--- src/rtl/fetch_queue_if.sv ---
// Fetch/decode handshake bundle for the dual-issue fetch queue.
// master: the fetch and decode side that drives pushes and pops.
// slave:  the queue itself.
interface fetch_queue_if #(
  parameter int unsigned PTR_W = 3
);
  logic             flush;
  logic [1:0]       in_valid;
  logic [31:0]      in_instr0;
  logic [31:0]      in_pc0;
  logic [31:0]      in_instr1;
  logic [31:0]      in_pc1;
  logic             in_ready;
  logic [1:0]       out_valid;
  logic [31:0]      out_instr0;
  logic [31:0]      out_pc0;
  logic [31:0]      out_instr1;
  logic [31:0]      out_pc1;
  logic [1:0]       out_pop;
  logic [PTR_W:0]   count;

  modport master (
    output flush, in_valid, in_instr0, in_pc0, in_instr1, in_pc1, out_pop,
    input  in_ready, out_valid, out_instr0, out_pc0, out_instr1, out_pc1, count
  );

  modport slave (
    input  flush, in_valid, in_instr0, in_pc0, in_instr1, in_pc1, out_pop,
    output in_ready, out_valid, out_instr0, out_pc0, out_instr1, out_pc1, count
  );
endinterface

--- src/rtl/fetch_queue.sv ---
// Dual-issue instruction fetch queue. Accepts up to two {instr, pc} pairs per
// cycle from fetch and presents the two oldest entries to decode in
// first-word-fall-through order. Flush drops all contents without clearing
// storage.
module fetch_queue #(
  parameter int unsigned DEPTH = 8,
  parameter int unsigned PTR_W = 3
) (
  input logic           clk,
  input logic           rst_n,
  fetch_queue_if.slave  bus
);

  // Push is only offered while at least two entries are free.
  localparam logic [PTR_W:0] PushMax = (PTR_W + 1)'(DEPTH - 2);
  localparam logic [PTR_W:0] One     = (PTR_W + 1)'(1);
  localparam logic [PTR_W:0] Two     = (PTR_W + 1)'(2);

  // Entry layout: {instr[63:32], pc[31:0]}.
  logic [63:0]      mem_q [DEPTH];

  logic [PTR_W-1:0] head_q, head_d, head_p1;
  logic [PTR_W-1:0] tail_q, tail_d, tail_p1;
  logic [PTR_W:0]   count_q, count_d;
  logic [PTR_W:0]   n_push, n_pop;
  logic             ready;
  logic             we0, we1;
  logic [63:0]      entry0, entry1;

  // Neighbouring pointers; wrap falls out of the PTR_W-bit add.
  always_comb begin
    head_p1 = head_q + PTR_W'(1);
    tail_p1 = tail_q + PTR_W'(1);
  end

  // Decode push/pop requests; illegal or over-occupancy requests do nothing.
  always_comb begin
    ready  = (count_q <= PushMax);
    n_push = '0;
    n_pop  = '0;
    if (ready) begin
      case (bus.in_valid)
        2'b01:   n_push = One;
        2'b11:   n_push = Two;
        default: n_push = '0;
      endcase
    end
    case (bus.out_pop)
      2'b01:   n_pop = (count_q >= One) ? One : '0;
      2'b11:   n_pop = (count_q >= Two) ? Two : '0;
      default: n_pop = '0;
    endcase
  end

  // Next pointer/occupancy state and storage write enables; flush wins.
  always_comb begin
    head_d  = head_q;
    tail_d  = tail_q;
    count_d = count_q;
    we0     = 1'b0;
    we1     = 1'b0;
    if (bus.flush) begin
      head_d  = '0;
      tail_d  = '0;
      count_d = '0;
    end else begin
      head_d  = head_q + n_pop[PTR_W-1:0];
      tail_d  = tail_q + n_push[PTR_W-1:0];
      count_d = count_q + n_push - n_pop;
      we0     = (n_push != '0);
      we1     = (n_push == Two);
    end
  end

  // Pointer and occupancy registers.
  always_ff @(posedge clk or negedge rst_n) begin
    if (!rst_n) begin
      head_q  <= '0;
      tail_q  <= '0;
      count_q <= '0;
    end else begin
      head_q  <= head_d;
      tail_q  <= tail_d;
      count_q <= count_d;
    end
  end

  // Entry storage; cleared on reset so unused read slots never show X.
  always_ff @(posedge clk or negedge rst_n) begin
    if (!rst_n) begin
      for (int unsigned i = 0; i < DEPTH; i++) begin
        mem_q[PTR_W'(i)] <= '0;
      end
    end else begin
      if (we0) mem_q[tail_q]  <= {bus.in_instr0, bus.in_pc0};
      if (we1) mem_q[tail_p1] <= {bus.in_instr1, bus.in_pc1};
    end
  end

  // Read ports and status straight from registered state, no bypass.
  always_comb begin
    entry0         = mem_q[head_q];
    entry1         = mem_q[head_p1];
    bus.out_instr0 = entry0[63:32];
    bus.out_pc0    = entry0[31:0];
    bus.out_instr1 = entry1[63:32];
    bus.out_pc1    = entry1[31:0];
    bus.out_valid  = {count_q >= Two, count_q >= One};
    bus.in_ready   = ready;
    bus.count      = count_q;
  end

endmodule

--- src/flat_wrapper.sv ---
// flat-port wrapper written by rule: the top's interface ports become plain ports
module fetch_queue_flat 
#(
  parameter int unsigned DEPTH = 8,
  parameter int unsigned PTR_W = 3
)
  (clk, rst_n, bus_flush, bus_in_valid, bus_in_instr0, bus_in_pc0, bus_in_instr1, bus_in_pc1, bus_out_pop, bus_in_ready, bus_out_valid, bus_out_instr0, bus_out_pc0, bus_out_instr1, bus_out_pc1, bus_count);
  fetch_queue_if #(.PTR_W(PTR_W)) bus_i ();
  input logic clk;
  input logic rst_n;
  input wire logic [$bits(bus_i.flush)-1:0] bus_flush;
  input wire logic [$bits(bus_i.in_valid)-1:0] bus_in_valid;
  input wire logic [$bits(bus_i.in_instr0)-1:0] bus_in_instr0;
  input wire logic [$bits(bus_i.in_pc0)-1:0] bus_in_pc0;
  input wire logic [$bits(bus_i.in_instr1)-1:0] bus_in_instr1;
  input wire logic [$bits(bus_i.in_pc1)-1:0] bus_in_pc1;
  input wire logic [$bits(bus_i.out_pop)-1:0] bus_out_pop;
  output wire logic [$bits(bus_i.in_ready)-1:0] bus_in_ready;
  output wire logic [$bits(bus_i.out_valid)-1:0] bus_out_valid;
  output wire logic [$bits(bus_i.out_instr0)-1:0] bus_out_instr0;
  output wire logic [$bits(bus_i.out_pc0)-1:0] bus_out_pc0;
  output wire logic [$bits(bus_i.out_instr1)-1:0] bus_out_instr1;
  output wire logic [$bits(bus_i.out_pc1)-1:0] bus_out_pc1;
  output wire logic [$bits(bus_i.count)-1:0] bus_count;
  assign bus_i.flush = bus_flush;
  assign bus_i.in_valid = bus_in_valid;
  assign bus_i.in_instr0 = bus_in_instr0;
  assign bus_i.in_pc0 = bus_in_pc0;
  assign bus_i.in_instr1 = bus_in_instr1;
  assign bus_i.in_pc1 = bus_in_pc1;
  assign bus_i.out_pop = bus_out_pop;
  assign bus_in_ready = bus_i.in_ready;
  assign bus_out_valid = bus_i.out_valid;
  assign bus_out_instr0 = bus_i.out_instr0;
  assign bus_out_pc0 = bus_i.out_pc0;
  assign bus_out_instr1 = bus_i.out_instr1;
  assign bus_out_pc1 = bus_i.out_pc1;
  assign bus_count = bus_i.count;
  fetch_queue #(.DEPTH(DEPTH), .PTR_W(PTR_W)) u_core (.clk(clk), .rst_n(rst_n), .bus(bus_i));
endmodule
--- config.mk ---
export PLATFORM = sky130hd
export DESIGN_NAME = fetch_queue_flat
export DESIGN_NICKNAME = d
export VERILOG_FILES = /design/src/rtl/fetch_queue_if.sv /design/src/rtl/fetch_queue.sv /design/src/flat_wrapper.sv
export SDC_FILE = /design/constraint.sdc
export NUM_CORES = 2
export LEC_CHECK = 0
export CORE_ASPECT_RATIO = 2
export CORE_MARGIN = 2
export CORE_UTILIZATION = 41
export DETAILED_ROUTE_END_ITERATION = 10
export GPL_TIMING_DRIVEN = 1
export PLACE_DENSITY = 0.67
export SYNTH_ARGS = -nofsm -noshare
export SYNTH_HDL_FRONTEND = slang
export SYNTH_SLANG_ARGS = --single-unit
--- constraint.sdc ---
create_clock -name clk -period 3.2 [get_ports clk]
set_clock_uncertainty 0.05 [all_clocks]
set_input_delay 0.48 -clock clk [delete_from_list [all_inputs] [get_ports clk]]
set_output_delay 0.48 -clock clk [all_outputs]
set_load 0.02 [all_outputs]
Yosys cells after proc, flatten, opt, wreduce, memory -nomap -nowiden
Index checks and enable logic that the tools add are counted.

word-level totals
  bits in registers = 522
  logic and storage cells = 62
  output and inout bits = 135

cells by class
  magnitude comparators = 9
  muxes and demuxes = 24
  $add $sub $neg = 6
  bitwise logic cells = 4
  eq/ne operators = 5
  reductions and logical operators = 3

operator list
  operator                                                           count
  bitwise mux 512 bit                                                2
  2-to-1 mux 512 bit                                                 2
  binary-select mux 64 bit (select 3 bit)                            2
  demux 64 bit (select 3 bit)                                        2
  2-to-1 mux 64 bit                                                  6
  greater-or-equal comparator 4 bit, second input constant           4
  inverter 3 -> 4 bit                                                4
  < comparator 4 x 1 -> 1 bit, second input constant                 2
  2-to-1 mux 4 bit                                                   2
  case mux 4 bit (2 select lines)                                    1
  adder 3 x 1 -> 3 bit, second input constant                        2
  adder 3 bit                                                        2
  2-to-1 mux 3 bit                                                   2
  adder 4 bit                                                        1
  == test 2 x 1 -> 1 bit, second input constant                      2
  == test 2 bit, second input constant                               2
  == test 4 x 2 -> 1 bit, second input constant                      1
  greater-or-equal comparator 4 x 1 -> 1 bit, second input constant  1
  greater-or-equal comparator 4 x 2 -> 1 bit, second input constant  1
  less-or-equal comparator 4 x 3 -> 1 bit, second input constant     1
  case mux 2 bit (2 select lines)                                    1
  nonzero test 4 bit                                                 1
  subtractor 4 bit                                                   1
  2-to-1 mux 1 bit                                                   3
  other kinds (2)                                                    3

Longest topological paths before layout
  word-level depth = 9
  depth in mapped cells = 14
  gate-level depth less buffers = 12

Least setup slack after synthesis
Ideal clock, no wire load.

  path type = flip-flop to flip-flop
  start = register u_core.count_q[3], in the netlist u_core.bus.count[3]
  end = register u_core.count_q[3], in the netlist u_core.bus.count[3]
  setup time = 0.132 ns
  stages on the path, launching flop included = 15
  path buffers = 2
  data required time = 3.018 ns
  clock period less this slack = 3.087 ns
  path slack = 0.113 ns
  arrival = 2.905 ns
  cells stage by stage = dfrtp_1 -> inv_1 -> ha_1 -> and3_1 -> buf_4 -> nor2_1 -> buf_4 -> nand3_1 -> fa_1 -> inv_1 -> ha_1 -> a21o_1 -> a21oi_1 -> xnor2_1 -> nor2_1

between the ends
  word-level cells in the longest chain between the ends = 5
  elaborated cells between the ends (all ways) = 10
  those cells by class = add/sub: 2; order compare: 3; mux: 5

RTL lines
  what                                     line                text
  start: declaration                       fetch_queue.sv:24   logic [PTR_W:0] count_q, count_d;
  start signal: assignment                 fetch_queue.sv:84   count_q <= count_d;
  less-or-equal comparator 4 x 3 -> 1 bit  fetch_queue.sv:38   ready = (count_q <= PushMax);
  net bus_in_ready                         flat_wrapper.sv:18  output wire logic [$bits(bus_i.in_ready)-1:0] bus_in_ready;
  2-to-1 mux 4 bit                         fetch_queue.sv:41   if (ready) begin
  adder 4 bit                              fetch_queue.sv:69   count_d = count_q + n_push - n_pop;
  subtractor 4 bit                         fetch_queue.sv:69
  2-to-1 mux 4 bit                         fetch_queue.sv:62   if (bus.flush) begin
  net u_core.count_d[3]                    fetch_queue.sv:24

The timed path passes the listed nets, and every way through them passes these cells.

Worst setup path after layout
  start = register u_core.head_q[0]
  end = output port bus_out_instr1[31]

between the ends
  word-level cells in the longest chain between the ends = 5

RTL lines
  what                                                  line                text
  start: declaration                                    fetch_queue.sv:22   logic [PTR_W-1:0] head_q, head_d, head_p1;
  start signal: assignment                              fetch_queue.sv:78   head_q <= '0;
  start signal: assignment                              fetch_queue.sv:82   head_q <= head_d;
  adder 3 x 1 -> 3 bit                                  fetch_queue.sv:32   head_p1 = head_q + PTR_W'(1);
  inverter 3 -> 4 bit (implied by the code)             fetch_queue.sv:103  entry1 = mem_q[head_p1];
  binary-select mux 64 bit (select 3 bit)               fetch_queue.sv:103
  2-to-1 mux 64 bit (implied by the code) (2 in a row)  fetch_queue.sv:103
  end: declaration                                      flat_wrapper.sv:22  output wire logic [$bits(bus_i.out_instr1)-1:0] bus_out_instr1;

Every way passes these cells. The select of a mux whose other input is x is not followed.

==> results.rst <==
.. list-table::
   :header-rows: 1

   * - Metric
     - Value
   * - Result of the run
     - finished, violations left
   * - Failing checks
     - negative setup slack
   * - Class of the most critical setup path
     - flop to output port
   * - Library cells used by synthesis
     - 32
   * - Area delta synth->final
     - 24.2%
   * - Synthesized area per cell
     - about 15 sq um
   * - Sequential fraction of the synthesis area
     - approximately two fifths
   * - Fraction of power consumed by combinational cells
     - ~53%
   * - Reg-to-reg slack, setup
     - approximately 0.19 ns
   * - Most used flip-flop cell after synthesis
     - sky130_fd_sc_hd__dfrtp_1
   * - IO Count
     - 270
   * - Setup-violating endpoint count in the final report
     - 65
   * - Initial core utilization
     - between 40 and 50%
   * - Kind of cell adding the most delay to the critical path
     - multiplexers
   * - Share of synthesized registers carrying an async set or reset
     - 100%
   * - FF+latch count, synth
     - around 520
   * - Area of the core region
     - approximately 0.081 sq mm
   * - Standard-cell rows
     - 148
   * - Worst-skew pair later-pin latency
     - just over 0.6 ns
   * - Clock-pin slew of the registers on the worst-case setup and hold paths
     - roughly 0.060 ns
   * - Root buf cell
     - sky130_fd_sc_hd__clkbuf_16
   * - Most instantiated library cell after synthesis
     - sky130_fd_sc_hd__mux2_2
   * - Transition time of the tightest slew-check pin
     - 0.712 ns
   * - Total internal power
     - 0.0248 W
   * - Overall via count from detail_route
     - 22200
   * - Syn_nets
     - roughly 2300
   * - Power consumption
     - 0.0377 W
   * - Die outline area
     - between 0.08 and 0.09 sq mm
   * - First-pass GRT wire length
     - 163 mm
   * - Count of pins over their slew limit
     - 0
   * - Relative contribution of the clock network to total power
     - 16.9%
   * - Router iterations before antenna repair
     - 5
   * - Fraction of the cycle the final worst path needs
     - 106%
   * - Warnings from Yosys
     - 0
   * - Number of violations reported at the end of detailed-routing iteration 0
     - roughly 1200
   * - Worst slew margin
     - between 50% and 60%
   * - Vias per std cell
     - roughly 6.1
   * - Share of layout cells above drive strength 1
     - between 50 and 60%
   * - Total grt overflow
     - 0
   * - Switching share of power
     - approximately a third
   * - Antenna-violating nets left
     - 0
   * - PwrDens
     - ~900 mW/mm^2
   * - Post-synth top area share
     - approximately two fifths
   * - Fmax
     - roughly 0.3 GHz
   * - Final Instance Area
     - 0.0418 sq mm
   * - Maximum number of pins on one net before global-route repair
     - 74
   * - Standard cell with the maximum stage delay on the critical path
     - sky130_fd_sc_hd__dfrtp_4
   * - Post-route worst setup slack
     - -0.190 ns
   * - Number of design rule violations left after detail routing
     - 0
   * - Hold Path Class
     - input pin to async pin
   * - Die Width
     - approximately 210 microns
   * - Post-Syn Instances
     - 2190
   * - Number of buffers between clock root and the deepest sink
     - 3
   * - Number of global-route vias before repair
     - roughly 25000
   * - Leakage power figure
     - around 18 nW
   * - Slowest cell delay on critical path
     - between 0.5 and 0.6 ns
   * - CTS tree
     - done
   * - Final Wtd Congestion
     - around 0.80
   * - H-tree Lvls
     - 2
   * - Post-route setup TNS
     - -7.16 ns
   * - Number of nets in the final layout
     - 2675
   * - Number of antenna violations at the first check in global routing
     - 9
   * - All-layer global routing usage
     - approximately a quarter
   * - Per-cell routed wire length
     - around 30 microns
   * - Sum of routed wire length over all layers
     - approximately 110 mm
   * - Cell type with the largest total area after synthesis
     - sky130_fd_sc_hd__dfrtp_1
   * - Sequential Power Share
     - about 30%
   * - Vertical extent of the die
     - 409 microns
   * - Main area contributors after synthesis
     - sky130_fd_sc_hd__dfrtp_1 (39%), sky130_fd_sc_hd__mux2_2 (26%), sky130_fd_sc_hd__mux4_2 (17%), sky130_fd_sc_hd__mux2_1 (13%), sky130_fd_sc_hd__buf_6 (1.2%)
   * - Number of clock sinks seen by CTS
     - about 520
   * - Cell-by-cell listing of the critical path
     - ha_4 > buf_12 > buf_12 > buf_12 > buf_6 > mux4_2 > mux2_4 > buf_6
   * - Maximum fanout along the worst path
     - 5
   * - Final Hold Viols
     - 0
   * - IO buf count
     - approximately 270
   * - DP HPWL
     - between 60 and 70 mm
   * - EDFF count, synth
     - 0
   * - RSZ-0062 raised after global routing
     - yes
   * - Peak supply drop
     - between 0.0005 and 0.0006 V
   * - Crit path buf inv count
     - 5
   * - Cell with the most instances on the worst path
     - sky130_fd_sc_hd__buf_12
   * - Cts bufs inserted
     - 53
   * - Setup crit end kind
     - output port
   * - Critical Path Start Type
     - flop
   * - Net switching power of the design
     - 0.0129 W
   * - Worst endpoint data arrival time
     - 2.86 ns
   * - Post-synthesis instance area
     - around 0.034 sq mm
   * - Area of placed instances
     - about 0.038 sq mm
   * - Post-layout min period
     - between 3 and 4 ns
   * - Max-cap check violation count
     - 0
   * - List of most frequent post-synthesis cells
     - sky130_fd_sc_hd__mux2_2 (773), sky130_fd_sc_hd__dfrtp_1 (522), sky130_fd_sc_hd__mux2_1 (379)
   * - Data required, critical path
     - 2.67 ns
[timing repair]
action / in CTS / in global routing
hold endpoints to repair: 61 / 0
endpoints found under the setup margin: 130 / 111
cloned: 16 / 8
buffers inserted: 44 / 16
pin swaps: 1 / 2
gates resized for setup: 609 / 237
hold buffers: 1 / 0
[placed cells by master (no fill, tap or decap), types with 4 or more instances in the layout]
master,Yosys,layout
sky130_fd_sc_hd__clkbuf_8,0,10
sky130_fd_sc_hd__mux2_4,0,70
sky130_fd_sc_hd__bufbuf_16,0,4
sky130_fd_sc_hd__nor2b_1,5,5
sky130_fd_sc_hd__clkinv_2,0,10
sky130_fd_sc_hd__nand4_4,0,7
sky130_fd_sc_hd__buf_6,36,88
sky130_fd_sc_hd__diode_2,0,5
sky130_fd_sc_hd__mux2_2,773,703
sky130_fd_sc_hd__buf_8,0,12
sky130_fd_sc_hd__mux2_1,379,379
sky130_fd_sc_hd__nor4_4,8,8
sky130_fd_sc_hd__dfrtp_1,522,519
sky130_fd_sc_hd__inv_1,12,12
sky130_fd_sc_hd__buf_16,0,21
sky130_fd_sc_hd__nor2_1,10,10
sky130_fd_sc_hd__fa_1,4,4
sky130_fd_sc_hd__nand2_1,5,5
sky130_fd_sc_hd__buf_4,2,59
sky130_fd_sc_hd__buf_12,0,79
sky130_fd_sc_hd__mux4_2,256,256
sky130_fd_sc_hd__buf_2,74,23
sky130_fd_sc_hd__clkbuf_16,0,61
sky130_fd_sc_hd__clkbuf_1,47,7
sky130_fd_sc_hd__bufinv_16,0,4
sky130_fd_sc_hd__ha_1,11,10
sky130_fd_sc_hd__clkdlybuf4s50_1,0,139
sky130_fd_sc_hd__clkbuf_2,0,16
[worst reg2reg max path, cell delays in order (launching register included)]
cell and delay [ns]:
sky130_fd_sc_hd__dfrtp_1 0.40, sky130_fd_sc_hd__inv_1 0.10, sky130_fd_sc_hd__ha_1 0.23, sky130_fd_sc_hd__and3_2 0.32, sky130_fd_sc_hd__buf_4 0.20, sky130_fd_sc_hd__nor4_4 0.44
sky130_fd_sc_hd__buf_4 0.26, sky130_fd_sc_hd__buf_12 0.20, sky130_fd_sc_hd__mux2_2 0.38, sky130_fd_sc_hd__mux2_1 0.30
[final timing paths]
check                               startpoint                  to  cells past startpoint
max                           u_core.head_q[0]  bus_out_instr1[31]                      8
min                                      rst_n   u_core.mem_q[183]                      2
max reg2reg                u_core.bus.count[3]   u_core.mem_q[212]                      9
min reg2reg                   u_core.mem_q[81]    u_core.mem_q[81]                      2
max in group asynchronous                rst_n   u_core.mem_q[404]                      4
min in group clk              u_core.mem_q[81]    u_core.mem_q[81]                      2
[cell type report]
class | instances | area (sq um)
Multi-Input combinational cell | 1483 | 19900
Inverter | 12 | 45.0
Tap cell | 1050 | 1310
Clock inverter | 21 | 228
Antenna cell | 5 | 12.5
Sequential cell | 522 | 13100
Timing Repair Buffer | 453 | 5730
Fill cell | 6824 | 39500
Clock buffer | 70 | 1490
[stage by stage]
stage               hold slack [ns]  instances  setup slack, ns  utilization (%)
global route                  0.445       3616           -0.259             51.4
global placement              0.472       3444          -0.0911             47.2
finish                        0.398       3616           -0.190             51.4
detailed placement            0.488       3444          -0.0256             47.2
CTS                           0.400       3596           -0.321             50.7
floorplan                     0.134       2190            0.113                -
[metal layers]
layer  track usage [%]  wire, microns
met1              30.2          40500
met2              47.0          58400
met3              4.14           6090
met4              10.9           4580
met5                 0             55
[logic make-up after synthesis]
kind of cell / after synthesis / synth area share (%)
multiplexers: 1408 / 55.7
flip-flops: 522 / 38.9
buffers and inverters: 185 / 3.17
AND/OR/NAND/NOR: 48 / 1.32
adder cells (fa/ha/maj): 15 / 0.648
XOR/XNOR: 7 / 0.182
AO/OA/AOI/OAI: 5 / 0.0893
[power groups by stage]
stage	clock, W	combinational, W	sequential (W)
2_1_floorplan	0	0.0123	0.0104
3_3_place_gp	0	0.0178	0.0109
3_5_place_dp	0	0.0182	0.0112
4_1_cts	0.00656	0.0193	0.0111
5_1_grt	0.00679	0.0213	0.0115
6_report	0.00639	0.0201	0.0112
[registers in the layout (all words and copies together), names as in the netlist]
| register | count |
|---|---|
| u_core.tail_q | 3 |
| u_core.bus.count | 4 |
| u_core.mem_q | 512 |
| u_core.head_q | 3 |
(Power assumes the default switching activity.)
